===== config.mk =====
export PLATFORM = sky130hd
export DESIGN_NAME = pipe_stage_skid_reg
export DESIGN_NICKNAME = d
export VERILOG_FILES = /design/src/rtl/pipe_stage_skid_reg.sv
export SDC_FILE = /design/constraint.sdc
export NUM_CORES = 1
export LEC_CHECK = 0
export CAP_MARGIN = 15
export CORE_MARGIN = 10
export CORE_UTILIZATION = 54
export CTS_CLUSTER_SIZE = 24
export DETAILED_ROUTE_END_ITERATION = 12
export PLACE_DENSITY = 0.84
export RECOVER_POWER = 50
export SYNTH_ARGS = -nofsm -noshare
export SYNTH_HDL_FRONTEND = slang
export SYNTH_SLANG_ARGS = --single-unit

===== constraint.sdc =====
create_clock -name clk -period 3.4 [get_ports clk]
set_input_delay 0.68 -clock clk [delete_from_list [all_inputs] [get_ports clk]]
set_output_delay 0.68 -clock clk [all_outputs]
set_load 0.1 [all_outputs]

===== src/rtl/pipe_stage_skid_reg.sv =====
// Elastic pipeline-stage register: main entry plus one skid entry, so in_ready comes
// straight from a flop and back-to-back transfers survive a one-cycle stall.
module pipe_stage_skid_reg #(
  parameter int                 DATA_W     = 64,
  parameter logic [DATA_W-1:0]  PRESET_VAL = '0
) (
  input  logic              clk,
  input  logic              arst_n,
  input  logic              flush,
  input  logic              in_valid,
  output logic              in_ready,
  input  logic [DATA_W-1:0] in_data,
  output logic              out_valid,
  input  logic              out_ready,
  output logic [DATA_W-1:0] out_data,
  output logic [1:0]        occupancy
);

  // Encoding doubles as the occupancy count.
  typedef enum logic [1:0] {
    EMPTY = 2'd0,
    BUSY  = 2'd1,
    FULL  = 2'd2
  } state_t;

  state_t            state, state_nxt;
  logic [DATA_W-1:0] main_data, skid_data;
  logic              load_main_in, load_main_skid, load_skid;

  always_comb begin
    state_nxt      = state;
    load_main_in   = 1'b0;
    load_main_skid = 1'b0;
    load_skid      = 1'b0;
    case (state)
      EMPTY: begin
        if (in_valid) begin
          load_main_in = 1'b1;
          state_nxt    = BUSY;
        end
      end
      BUSY: begin
        if (in_valid && out_ready) begin
          load_main_in = 1'b1;
        end else if (in_valid) begin
          load_skid = 1'b1;
          state_nxt = FULL;
        end else if (out_ready) begin
          state_nxt = EMPTY;
        end
      end
      FULL: begin
        // in_ready is low here, so upstream data is not looked at.
        if (out_ready) begin
          load_main_skid = 1'b1;
          state_nxt      = BUSY;
        end
      end
      default: state_nxt = EMPTY;
    endcase
  end

  always_ff @(posedge clk or negedge arst_n) begin
    if (!arst_n) begin
      state     <= EMPTY;
      main_data <= PRESET_VAL;
      skid_data <= PRESET_VAL;
    end else if (flush) begin
      state     <= EMPTY;
      main_data <= PRESET_VAL;
      skid_data <= PRESET_VAL;
    end else begin
      state <= state_nxt;
      if (load_main_in)
        main_data <= in_data;
      else if (load_main_skid)
        main_data <= skid_data;
      if (load_skid)
        skid_data <= in_data;
    end
  end

  assign out_valid = (state != EMPTY);
  assign in_ready  = (state != FULL);
  assign occupancy = state;
  assign out_data  = main_data;

endmodule


**Word-level counts from Yosys, hierarchy flattened**

Index checks and enable logic that the tools add are counted.

- Word-level logic and storage cells: 35
- Input port bits: 69
- Output and inout port bits: 68
- Register bits after elaboration: 130

- Reduce and logical (&&, ||, !) cells: 6
- Multiplexer cells: 19
- Equality and inequality tests: 7

Operator list:

| cell | number |
|---|---|
| two-way mux 64 bit | 5 |
| two-way mux 2 bit | 6 |
| != test 3 bit (second input constant) | 3 |
| two-way mux 1 bit | 6 |
| case mux 2 bit (3 select lines) | 1 |
| != test 4 bit (second input constant) | 1 |
| AND reduction 4 bit | 1 |
| nonzero test 2 bit | 2 |
| nonzero test 3 bit | 1 |
| equality test 2 x 1 -> 1 bit (second input constant) | 1 |
| equality test 2 bit (second input constant) | 1 |
| zero test 2 bit | 1 |
| != test 2 bit (second input constant) | 1 |
| case mux 1 bit (2 select lines) | 1 |
| logical AND 1 bit | 1 |

**Longest topological paths before layout**

Gate-level depths: netlist of the first run.

- Depth in word-level cells: 5
- Gate-level depth with buffers: 6
- Depth with buffers taken out: 4

**Worst setup path before layout of the first run**

OpenSTA, ideal clock, no wires.

- Kind: reg2out
- From: register state[0] (netlist: occupancy[0])
- To: output in_ready
- Cell stages (with the launch flop): 3
- Arrival time: 1.863 ns
- Setup slack: 0.857 ns
- Required time: 2.720 ns
- Cell sequence: dfrtp_1 -> nor2b_1 -> inv_1

- Longest elaborated chain between the ends: 1

Ends and longest elaborated chain:

| what | RTL line | RTL |
|---|---|---|
| from (decl) | 26 | `state_t state, state_nxt;` |
| from (signal assigned) | 73 | `state <= state_nxt;` |
| != test 2 bit | 84 | `assign in_ready = (state != FULL);` |
| to (decl) | 11 | `output logic in_ready,` |

Every way passes these cells.

**Worst setup path in the final report of the first run**

- From: input out_ready
- To: register main_data[39] (netlist: out_data[39])

- Longest elaborated chain between the ends: 5
- Elaborated cells on any way between the ends: 8

Ends and longest elaborated chain:

| what | RTL line | RTL |
|---|---|---|
| from (decl) | 14 | `input logic out_ready,` |
| logical AND 1 bit | 43 | `if (in_valid && out_ready) begin` |
| two-way mux 1 bit | 43 |  |
| case mux 1 bit (2 select lines) | 35 | `case (state)` |
| two-way mux 64 bit | 74 | `if (load_main_in)` |
| two-way mux 64 bit | 68 | `end else if (flush) begin` |
| to (signal assigned) | 75 | `main_data <= in_data;` |
| to (signal assigned) | 77 | `main_data <= skid_data;` |
| to (decl) | 27 | `logic [DATA_W-1:0] main_data, skid_data;` |

Several ways; a longest one is shown, not always the timed one.
A chain may end at the register's enable or synchronous reset.

==> parameters.txt, run 1 <==
Parameter                              Value

Status
  Outcome ... finished with violations
  Violated checks ... capacitance limit, slew limit

STA
  Finish-stage setup viols ... 0
  Layout Skew ... 9.31 ps
  Worst slew margin relative to its limit ... -27.7%
  Final-report hold violation count ... 0
  Unrepaired setup endpoints after global routing ... false
  Final total negative setup slack ... 0 ps
  Slew Limit Fails ... 117
  Measured slew at the worst slew-check pin ... roughly 1900 ps
  Minimum clock period ... around 2900 ps
  Max Freq ... between 0.3 and 0.4 GHz
  Final period util ... a little under nine tenths

Placed design
  Detail Placement HPWL ... 10.8 mm
  Number of input and output port buffers inserted ... around 140
  Final weighted congestion in routability-driven placement ... a little over 0.8
  Total cell area at the placement stage ... slightly above 7000 um2

Power and ir drop
  Areal power density over the cells ... about 560 nW/um2
  Peak ir drop on the vdd network ... around 0.46 mV
  Total design power ... 4.22 mW
  Leakage dissipation ... 3.46 nW

Worst setup path
  Crit start category ... primary input
  Cells along the critical path ... clkdlybuf4s50_1 -> nand2b_2 -> clkbuf_1 -> nand3_1 -> a221oi_1 -> a41o_1
  Crit path largest cell delay ... between 1000 and 1500 ps
  Startpoint-to-endpoint class of the critical path ... in -> reg
  Critical path fanouts, max ... 35
  Slowest cell on the critical path ... sky130_fd_sc_hd__clkbuf_1
  Crit. Startpoint ... out_ready
  Flop-to-flop setup slack ... about 830 ps
  Source of the worst register-to-register timing path ... occupancy[0]$_DFFE_PN0P_
  Kind of cell with the highest combined delay on the critical path ... buffers and inverters
  Reg2Reg Capture Point ... out_data[39]$_DFFE_PN0P_
  Setup crit end kind ... flip-flop
  Crit path buf inv count ... 2
  Worst reg2reg path depth ... 5
  Required time worst endpoint ... between 3000 and 4000 ps
  Arrival time at the worst endpoint ... between 3000 and 4000 ps

Synthesis
  Mean instance size in the synthesized netlist ... 11.3 um2
  Area share of and/or/nand/nor cells after synthesis ... between 6 and 7%
  Number of cells produced by synthesis ... between 500 and 600
  Unique cell type count in the Yosys netlist ... 23
  Main combinational cell family by area after synthesis ... compound AO/OA/AOI/OAI gates
  Net count after synthesis ... 591
  Library cell occupying the most area in the post-synthesis netlist ... sky130_fd_sc_hd__dfrtp_1
  Syn Std Cell Area ... 5880 um2
  Synthesized-area fraction occupied by adder cells ... 0%
  Complex-gate fraction of the synthesized area ... 21.3%
  Sequential cell area fraction in the yosys report ... around 55%
  Post-synthesis register bit count ... 130
  Xor-xnor portion of the synthesized cell area ... 0%
  Synth top area share ... 55.3%
  Mux share of post-synthesis cell area ... about an eighth
  Top cells by area in the synthesized netlist ... sky130_fd_sc_hd__dfrtp_1 (55%), sky130_fd_sc_hd__mux2_1 (11%), sky130_fd_sc_hd__a22o_1 (9.5%)
  Synthesis Warnings ... 0

Detailed routing
  Overall routed net length ... between 15 and 20 mm
  First-pass iteration count of the detailed router ... 6
  Via-per-instance ratio ... 6.30
  Post-route antenna net violation count ... 0
  Vias after detailed routing ... 4,967
  DRC ... 0
  Iter 0 DRT Violations ... roughly 550
  DR WL/cell ... roughly 22 um

Hold path
  Worst min path class ... reg -> reg
  Number of cells on the worst hold path ... 1
  Worst min-delay path endpoint ... out_data[19]$_DFFE_PN0P_
  Hold Startpoint ... out_data[19]$_DFFE_PN0P_

CTS
  Number of instances resized during post-cts repair ... 0
  Clock Path Buffers ... 2
  Root Buffer ... sky130_fd_sc_hd__clkbuf_8
  CTS buffer count ... 17
  Clock slew seen by the registers of the worst setup and hold paths ... ~60 ps
  Worst-Skew Late Latency ... 530 ps
  CTS sink count ... 130
  Number of post-CTS setup repair buffers ... 0
  Cts-stage hold buffer count ... 0
  H-tree depth ... 4
  Clock tree from TritonCTS ... yes

Finish
  Ant diodes ... 0
  Net count of the finished layout ... around 710
  Share of post-route cells with drive strength above 1 ... between 10% and 20%
  Post-route cell area ... roughly 7600 um2
  P&R area growth vs syn ... 29.2%

Floorplan
  Placement Rows ... 38
  Full die area ... between 15,000 and 20,000 um2
  Floorplan die width ... roughly 120 um
  Number of primary I/O pins ... roughly 140
  Effective utilization at floorplan ... a little over half
  Core Box Area ... ~11,000 um2
  Die Y ... 124 um

Flow run
  Number of maximum-capacitance violations ... 2

Global route
  Vias in the first global route ... about 5,300
  Maximum number of pins on one net before global-route repair ... 81
  Number of antenna violations at the first check in global routing ... 0
  GRT Resource Usage Total ... a little over a fifth
  Global route total overflow ... 0
  First-pass GRT wire length ... between 20 and 30 mm
## cell usage in the layout, fill, tap and decap left out, drive strengths merged, types with 4 or more instances in the layout
cell	n
o21ai	65
clkdlybuf4s50	87
dfrtp	130
a21oi	66
mux2	63
clkinv	5
nand2b	4
clkbuf	62
a22o	64
buf	26
nand3	65
## cells by family after synthesis
family          Yosys count
compound gates          197
flops                   130
simple gates             75
mux                      64
buf+inv                  56
## metal layers
layer | GRT usage [%] | up-vias | wire length (um)
li1 | - | 2162 | -
met3 | 5.66 | 43 | 1140
met2 | 36.6 | 263 | 8660
met5 | 0 | - | 0
met4 | 10.1 | 0 | 472
met1 | 25.9 | 2499 | 6970
## flip-flops by register name, indices dropped and copies added (netlist names)
| register | count |
|---|---|
| out_data | 64 |
| skid_data | 64 |
| occupancy | 2 |
## worst register-to-register path, stage by stage (launching register included)
cell and delay (ps):
sky130_fd_sc_hd__dfrtp_1 490, sky130_fd_sc_hd__nand2b_2 160, sky130_fd_sc_hd__clkbuf_1 1250, sky130_fd_sc_hd__nand3_1 170, sky130_fd_sc_hd__a221oi_1 300, sky130_fd_sc_hd__a41o_1 140
## worst max path at each step
| stage | end | slack, ps | cells after the start |
|---|---|---|---|
| finish | out_data[39]$_DFFE_PN0P_ | 510 | 6 |
| global placement | skid_data[18]$_DFFE_PN0P_ | 470 | 5 |
| detailed placement | skid_data[60]$_DFFE_PN0P_ | 360 | 5 |
| global route | out_data[39]$_DFFE_PN0P_ | 400 | 6 |
| CTS | out_data[5] | 640 | 1 |
| floorplan | in_ready | 860 | 2 |
## stage by stage
| stage | std cells | util, % | setup WS, ps | hold WS [ps] |
|---|---|---|---|---|
| after floorplan | 522 | - | 857 | 384 |
| after global placement | 758 | 67.1 | 467 | 468 |
| after detailed placement | 758 | 67.1 | 356 | 477 |
| after CTS | 789 | 72.0 | 639 | 196 |
| after global routing | 789 | 70.7 | 399 | 497 |
| final | 789 | 70.7 | 507 | 484 |
## synth_stat cells, drive strengths merged
library cell and n:
nand2b 4, a41o 1, dfrtp 130, buf 39, nor2b 2, nor3 2
a22o 64, a221oi 1, clkbuf 15, mux2i 1, a21oi 66, mux2 63
o21ai 65, inv 2, nand3 65, or2 1, and2b 1
## layout make-up
class / count / area [um2]
clock buffer: 25 / 474
clock inverter: 6 / 55.1
fill: 807 / 3150
inverter: 2 / 7.51
multi-input combinational: 336 / 2400
sequential: 130 / 3250
tap: 140 / 175
timing repair buffer: 150 / 1230
## where the power goes
group / internal [mW] / switching (mW)
sequential: 1.62 / 0.0444
clock: 1.02 / 0.644
combinational: 0.224 / 0.670
No activity file was read; power rests on OpenSTA's default activity.
==> run 2: changes to the inputs <==
--- a/config.mk
+++ b/config.mk
@@ -15,3 +15,4 @@
 export SYNTH_ARGS = -nofsm -noshare
 export SYNTH_HDL_FRONTEND = slang
 export SYNTH_SLANG_ARGS = --single-unit
+export TNS_END_PERCENT = 20
==> results of run 2 <==
Final layout, timing and power as in run 1 (identical DEF).
